$ cat src/rtl/ahb_slave_interface.sv
// ---------------------------------------------------------------------------
// ahb_slave_interface
//
// AHB slave that serves single-word reads and writes from an internal
// register file. The slave samples the address phase when it is selected. It
// then inserts WAIT_STATES wait cycles and completes the data phase. An
// address outside the register file gets the two-cycle ERROR response.
//
// Parameters
//   ADDR_BITS   : register file depth is 2**ADDR_BITS 32-bit words
//   WAIT_STATES : wait cycles per OKAY transfer (0..15)
//
// Ports
//   hclk     in   bus clock
//   hresetn  in   asynchronous active-low reset
//   hsel     in   slave select from the decoder
//   haddr    in   [31:0] byte address
//   hwrite   in   1 = write, 0 = read
//   htrans   in   [1:0] IDLE/BUSY/NONSEQ/SEQ
//   hwdata   in   [31:0] write data (data phase)
//   hrdata   out  [31:0] read data (registered)
//   hready   out  data phase completes this cycle (registered)
//   hresp    out  [1:0] OKAY / ERROR (registered)
// ---------------------------------------------------------------------------
module ahb_slave_interface #(
  parameter int ADDR_BITS   = 4,
  parameter int WAIT_STATES = 1
) (
  input  logic        hclk,
  input  logic        hresetn,
  input  logic        hsel,
  input  logic [31:0] haddr,
  input  logic        hwrite,
  input  logic [1:0]  htrans,
  input  logic [31:0] hwdata,
  output logic [31:0] hrdata,
  output logic        hready,
  output logic [1:0]  hresp
);

  localparam int          DEPTH      = 1 << ADDR_BITS;
  localparam logic [1:0]  RESP_OKAY  = 2'b00;
  localparam logic [1:0]  RESP_ERROR = 2'b01;
  localparam logic [3:0]  WAIT_LOAD  = 4'((WAIT_STATES > 0) ? WAIT_STATES - 1 : 0);

  typedef enum logic [2:0] {
    S_IDLE,
    S_WAIT,
    S_DATA,
    S_ERR1,
    S_ERR2
  } state_t;

  state_t                 state;
  logic [3:0]             wait_cnt;
  logic [ADDR_BITS-1:0]   cur_index;
  logic                   cur_write;
  logic [31:0]            mem [DEPTH];

  logic                   accept;
  logic                   in_range;
  logic                   commit;
  logic [ADDR_BITS-1:0]   new_index;
  logic [31:0]            rd_data;

  // Byte-lane bits and the SEQ/NONSEQ distinction carry no meaning here.
  logic unused_inputs;
  assign unused_inputs = ^{haddr[1:0], htrans[0]};

  // hready is the registered "this is a completing cycle" flag, so it also
  // tells us whether the master may present a new address phase now.
  assign accept    = hready && hsel && htrans[1];
  assign in_range  = (haddr[31:ADDR_BITS+2] == '0);
  assign new_index = haddr[ADDR_BITS+1:2];
  assign commit    = (state == S_DATA) && cur_write;

  // Read data for a read entering DATA straight from the address phase. A
  // write to the same word that commits on this edge wins over the array.
  always_comb begin
    // NOTE: default assignment first so no path leaves rd_data unassigned (no latch).
    rd_data = mem[new_index];
    if (commit && (cur_index == new_index)) begin
      rd_data = hwdata;
    end
  end

  // Register file
  always_ff @(posedge hclk or negedge hresetn) begin
    if (!hresetn) begin
      // NOTE: the array is reset explicitly because reset must clear every word; this keeps it in flops, not RAM.
      for (int i = 0; i < DEPTH; i++) begin
        mem[i] <= '0;
      end
    end else if (commit) begin
      mem[cur_index] <= hwdata;
    end
  end

  // Transfer FSM with registered bus outputs
  always_ff @(posedge hclk or negedge hresetn) begin
    if (!hresetn) begin
      state     <= S_IDLE;
      wait_cnt  <= '0;
      cur_index <= '0;
      cur_write <= 1'b0;
      hready    <= 1'b1;
      hresp     <= RESP_OKAY;
      hrdata    <= '0;
    end else begin
      case (state)
        S_IDLE, S_DATA, S_ERR2: begin
          if (accept) begin
            // NOTE: non-blocking updates let the outgoing transfer commit from the old cur_* while the new one is captured.
            cur_index <= new_index;
            cur_write <= hwrite;
            if (!in_range) begin
              state  <= S_ERR1;
              hready <= 1'b0;
              hresp  <= RESP_ERROR;
            end else if (WAIT_STATES > 0) begin
              state    <= S_WAIT;
              wait_cnt <= WAIT_LOAD;
              hready   <= 1'b0;
              hresp    <= RESP_OKAY;
            end else begin
              state  <= S_DATA;
              hready <= 1'b1;
              hresp  <= RESP_OKAY;
              if (!hwrite) begin
                hrdata <= rd_data;
              end
            end
          end else begin
            state  <= S_IDLE;
            hready <= 1'b1;
            hresp  <= RESP_OKAY;
          end
        end
        S_WAIT: begin
          if (wait_cnt == 4'd0) begin
            state  <= S_DATA;
            hready <= 1'b1;
            hresp  <= RESP_OKAY;
            // No write can commit while in WAIT, so the array is current.
            if (!cur_write) begin
              hrdata <= mem[cur_index];
            end
          end else begin
            wait_cnt <= wait_cnt - 4'd1;
          end
        end
        S_ERR1: begin
          state  <= S_ERR2;
          hready <= 1'b1;
          hresp  <= RESP_ERROR;
        end
        default: begin
          state  <= S_IDLE;
          hready <= 1'b1;
          hresp  <= RESP_OKAY;
        end
      endcase
    end
  end

endmodule

$ cat config.mk
export PLATFORM = sky130hd
export DESIGN_NAME = ahb_slave_interface
export DESIGN_NICKNAME = d
export VERILOG_FILES = /design/src/rtl/ahb_slave_interface.sv
export SDC_FILE = /design/constraint.sdc
export NUM_CORES = 1
export LEC_CHECK = 0
export BUFFER_PORTS_ARGS = -buffer_cell sky130_fd_sc_hd__buf_2
export CAP_MARGIN = 20
export CORE_MARGIN = 5
export CORE_UTILIZATION = 40
export DETAILED_ROUTE_END_ITERATION = 10
export PLACE_DENSITY_LB_ADDON = 0.25
export SYNTH_ARGS = -nofsm -noshare
export SYNTH_HDL_FRONTEND = slang
export SYNTH_SLANG_ARGS = --single-unit
$ cat constraint.sdc
create_clock -name hclk -period 2 [get_ports hclk]
set_clock_uncertainty 0.05 [all_clocks]
set_input_delay 0.3 -clock hclk [delete_from_list [all_inputs] [get_ports hclk]]
set_output_delay 0.3 -clock hclk [all_outputs]
set_load 0.05 [all_outputs]
# ---- Yosys cells after proc, flatten, opt, wreduce, memory -nomap -nowiden
# Index checks and enable logic that the tools add are counted.
dict set report classes {
  bitwise 2
  magnitude_cmp 2
  reduce_logical 12
  eq_ne 8
  add_sub_neg 1
  n_mux 21
}
# operator n
set ops {}
lappend ops {{$bwmux W512} 1}
lappend ops {{$bmux W32 S4} 1}
lappend ops {{$demux W32 S4} 1}
lappend ops {{$mux W32} 3}
lappend ops {{$logic_not A26 Y1} 1}
lappend ops {{$mux W4} 3}
lappend ops {{$pmux W3 S3} 1}
lappend ops {{$ne A2 B2 Y1 const B} 4}
lappend ops {{$pmux W4 S2} 1}
lappend ops {{$eq A3 B2 Y1 const B} 2}
lappend ops {{$mux W2} 3}
lappend ops {{$mux W3} 2}
lappend ops {{$pmux W2 S3} 1}
lappend ops {{$ge A5 B5 Y1 const B} 1}
lappend ops {{$lt A5 B1 Y1 const B} 1}
lappend ops {{$not A4 Y5} 1}
lappend ops {{$logic_and A1 B1 Y1} 4}
lappend ops {{$logic_not A4 Y1} 1}
lappend ops {{$reduce_and A4 Y1} 1}
lappend ops {{$sub A4 B1 Y4 const B} 1}
lappend ops {{$eq A3 B1 Y1 const B} 1}
lappend ops {{$eq A3 B3 Y1 const B} 1}
lappend ops {{$logic_not A3 Y1} 1}
lappend ops {{$mux W1} 3}
lappend ops {{6 further kinds} 6}
dict set report word_totals {
  word_cells 69
  input_bits 70
  regBits 559
  output_inout_bits 35
}

# ---- Logic depth before layout (Yosys ltp)
dict set report logic_depth {
  word_depth 6
  depth_mapped 8
  ltp_nobuf 6
}

# ---- Worst setup path after synthesis
# OpenSTA, ideal clock, no wires.
dict set report synth_path {
  path_kind {register to register}
  from {register state[2]}
  to {register mem[239] in the netlist's numbering}
  path_stages_with_launch 7
  setup_ns 0.125
  t_arrival_ns 1.819
  path_slack_ns 0.007
  period_less_slack_ns 1.993
  n_path_buf 2
  required_time_ns 1.825
  cell_sequence {dfrtp_1 nand4bb_2 or3_4 nor2b_1 buf_2 buf_4 mux2_2}
}
dict set report synth_via {
  elab_chain_cells 2
}
# element line_no
set synth_lines {}
lappend synth_lines {{from (decl)} 54} ;# state_t state;
lappend synth_lines {{from (signal assigned)} 102} ;# state <= S_IDLE;
lappend synth_lines {{from (signal assigned)} 117} ;# state <= S_ERR1;
lappend synth_lines {{from (signal assigned)} 121} ;# state <= S_WAIT;
lappend synth_lines {{$eq A3 B2 Y1} 75} ;# assign commit = (state == S_DATA) && cur_write;
lappend synth_lines {{$logic_and A1 B1 Y1} 75}
lappend synth_lines {{to (signal, indexed assignment)} 95} ;# mem[cur_index] <= hwdata;
lappend synth_lines {{to (decl)} 58} ;# logic [31:0] mem [DEPTH];
# Every way passes these cells.
# A chain may end at the register's enable or synchronous reset.

# ---- Final worst setup path
dict set report layout_path {
  from {register cur_index[1]}
  to {register mem[119] in the netlist's numbering}
}
dict set report layout_via {
  elab_chain_cells 6
  elab_cells_between_ends 7
  cone_classes {2 x order compare; 3 x mux; 1 x bitwise; 1 x reduce/logical}
}
# element line_no
set layout_lines {}
lappend layout_lines {{from (decl)} 56} ;# logic [ADDR_BITS-1:0] cur_index;
lappend layout_lines {{from (signal assigned)} 114} ;# cur_index <= new_index;
lappend layout_lines {{$not A4 Y5 (not written as such) *} 95}
lappend layout_lines {{$ge A5 B5 Y1 (not written as such) or $lt A5 B1 Y1 (tied branches)} 95}
lappend layout_lines {{$logic_and A1 B1 Y1 (not written as such)} 95}
lappend layout_lines {{$mux W32 (not written as such)} 95}
lappend layout_lines {{$demux W32 S4 *} 95}
lappend layout_lines {{$bwmux W512 *} 95}
# Mark *: on every way between the ends. The rest lies on a longest branch, timed or not.

==> results.cfg <==
[routing]
wl_per_cell_um = 24.90
firstDrtPassIters = 5
routed_wl_mm = 66.44
via_per_inst = 5.479
first_iter_violations = 837
postRouteAntennaNets = 0
vias = 14620
route.detailed.drc = 0

[global_route]
grt_overflow = 0
antenna_found_initial = 3
grt_pass1_wl_mm = 97.30
grt_pass1_vias = 15740
grt_max_degree = 86
track_usage = 0.1869

[placement]
dpl_worst_slack_ps = -137.2
port_buffers = 100
placedCellCount = 2499
gp_congestion = 0.7477
dpl.hpwl_mm = 38.40

[finish]
n_fill_cell = 5023
final_cell_mix = 553 x dfrtp_1, 382 x mux2_2, 128 x mux4_2
layout.cells.non_filler = 2668
layout-drive-gt1-share = 0.6148
utilization = 0.5115
layout_commonest_cell = dfrtp_1
nets = 1852
syn_to_final_growth_pct = 27.01

[yosys]
syn_nets = 1619
synth_area_um2 = 24810
syn_inst = 1548
synth_seq_cells = 558
synth-seq-area-share = 0.5629
postSynthAreaPerCell_um2 = 16.03
synthDistinctLibCells = 44
ys_warn_count = 0

[floorplan]
ios = 105
rows = 91
dieArea_um2 = 67100
coreArea_um2 = 61600
die_h_um = 259.0
die_w_um = 259.0
initial_core_util = 0.4027

[clock_tree]
numCtsBuffers = 59
cts_num_sinks = 558
cts_tree = done
cts_root_buf = clkbuf_16
worstSkewPairLatency_ps = 620
cts.path.max_buffers = 3
htree_levels = 2
clk_pin_slew_ps = 60

[worst_setup_path]
arrival_ps = 2610
cp.required_ps = 2450
r2r_start = cur_index[1]
critPathMaxFanout = 14
worstSetupPathType = flop to flop
worst_setup_path_end_kind = flop
start_kind = flop
reg2regPathDepth = 7
critPathLaunch = cur_index[1]

[worst_hold_path]
hold-path-cell-count = 2
min_from = hwdata[30]
hp-class = primary input to flop

[timing]
slew_violations = 0
tightestPinTransition_ps = 606.6
fin_setup_tns_ps = -20510
clock.fmax_mhz = 462.2
finalCriticalPeriod_ps = 2164
finalCritPeriodShare = 1.082
layout_setup_ws_ps = -163.5
holdWs_ps = 87.14
rsz0062_at_grt = true
setup_viol = 244
slew_headroom = 0.5913
finalHoldViolCount = 0

[power_and_ir_drop]
worst_ir_drop_vdd_mv = 0.8064
power.density_nw_per_um2 = 1566
power_leakage_uw = 0.01385

[job]
maxCapViolCount = 0

[run_status]
violations = negative setup slack
status = complete, but fails checks
==> critical path, cell delays in order, from the launching register on <==
cell	delay, ps
dfrtp_4	490
buf_12	160
or3_4	410
buf_12	150
nor2_4	110
buf_12	140
buf_16	190
mux2_4	310
==> cell usage after synthesis (all sizes together) <==
cell type,instances,share of area
a22oi,3,0.00091
o22ai,31,0.0078
ha,1,0.00050
nor2,6,0.0010
or3,1,0.00045
mux2,517,0.23
nor3,5,0.0021
inv,6,0.00091
or2,2,0.00050
a21o,32,0.0097
nand4bb,1,0.00066
conb,1,0.00015
a21oi,2,0.00040
dfstp,1,0.0011
o311ai,1,0.00035
mux4,128,0.12
nor4,7,0.0018
dfrtp,557,0.56
nand3b,1,0.00030
o21a,1,0.00030
nor3b,2,0.00061
nand2,17,0.0026
o31a,1,0.00035
o21ai,7,0.0014
a31oi,1,0.00025
a211oi,33,0.010
buf,85,0.019
nand2b,2,0.00050
nand4,1,0.00025
nor2b,5,0.0013
o31ai,1,0.00030
or3b,1,0.00035
clkbuf,51,0.0077
mux2i,31,0.013
nand3,5,0.0010
and3,1,0.00025
==> state kept, by name, indices dropped and copies added (netlist names) <==
name and count:
hresp 1, state 3, wait_cnt 4, cur_index 4, cur_write 1, hrdata 32
hready 1, mem 512
==> final timing paths <==
path                         endpoint  slack [ps]
min reg2reg                hrdata[20]         420
max reg2reg                  mem[119]        -160
min                           mem[62]          90
max                          mem[119]        -160
min in group asynchronous    mem[258]         140
max in group asynchronous    mem[407]         940
==> power by group <==
part           switching (µW)  internal (µW)  total (µW)  leakage (µW)
registers                2360          15900       18300       0.00682
logic                    8490          11700       20200       0.00607
clock network            4540           6360       10900      0.000964
total                   15400          33900       49300        0.0138
==> per-stage QoR <==
stage | power [µW] | area [µm²]
after global placement | 34790 | 27540
after CTS | 47880 | 30350
final | 49340 | 31510
after floorplan | 29510 | 24810
after detailed placement | 35430 | 27540
after global routing | 51810 | 31510
==> per-layer routing <==
layer  part of all wire  global-route usage  vias to the layer above
met2               0.48              0.3019                      305
met1               0.45              0.2647                     7908
met5            0.00032                   0                        -
li1                   -                   -                     6306
met3              0.046             0.03365                       94
met4              0.021             0.04722                        4
==> logic make-up (layout without fill, tap and decap cells) <==
family / Yosys count / count (layout) / share of synthesized area
other: 1 / 2 / 0.0001512
DFF: 558 / 558 / 0.5629
adders and majority gates: 1 / 1 / 0.0005043
buffers and inverters: 142 / 424 / 0.02769
muxes: 676 / 676 / 0.3634
and+or+nand+nor: 57 / 57 / 0.01357
AOI/OAI and AO/OA: 113 / 113 / 0.03178
==> timing repair <==
action | 4_1_cts | 5_1_grt
gates cloned | 5 | 17
hold buffers | 8 | 0
resized for setup | 117 | 159
buffers inserted | 16 | 19
pin swaps | 8 | 28
endpoints found under the setup margin | 295 | 355
endpoints found under the hold margin | 311 | 0
==> layout make-up <==
cell class | instances | area, µm² | area share
Clock buffer | 92 | 1782 | 0.05655
Clock inverter | 18 | 165.2 | 0.005242
Timing Repair Buffer | 308 | 3362 | 0.1067
Tap cell | 837 | 1047 | 0.03324
Antenna cell | 1 | 2.502 | 0.00007942
Multi-Input combinational cell | 848 | 11150 | 0.3538
Inverter | 6 | 25.02 | 0.0007942
Sequential cell | 558 | 13980 | 0.4436
Power figures use the tool's default switching activity.
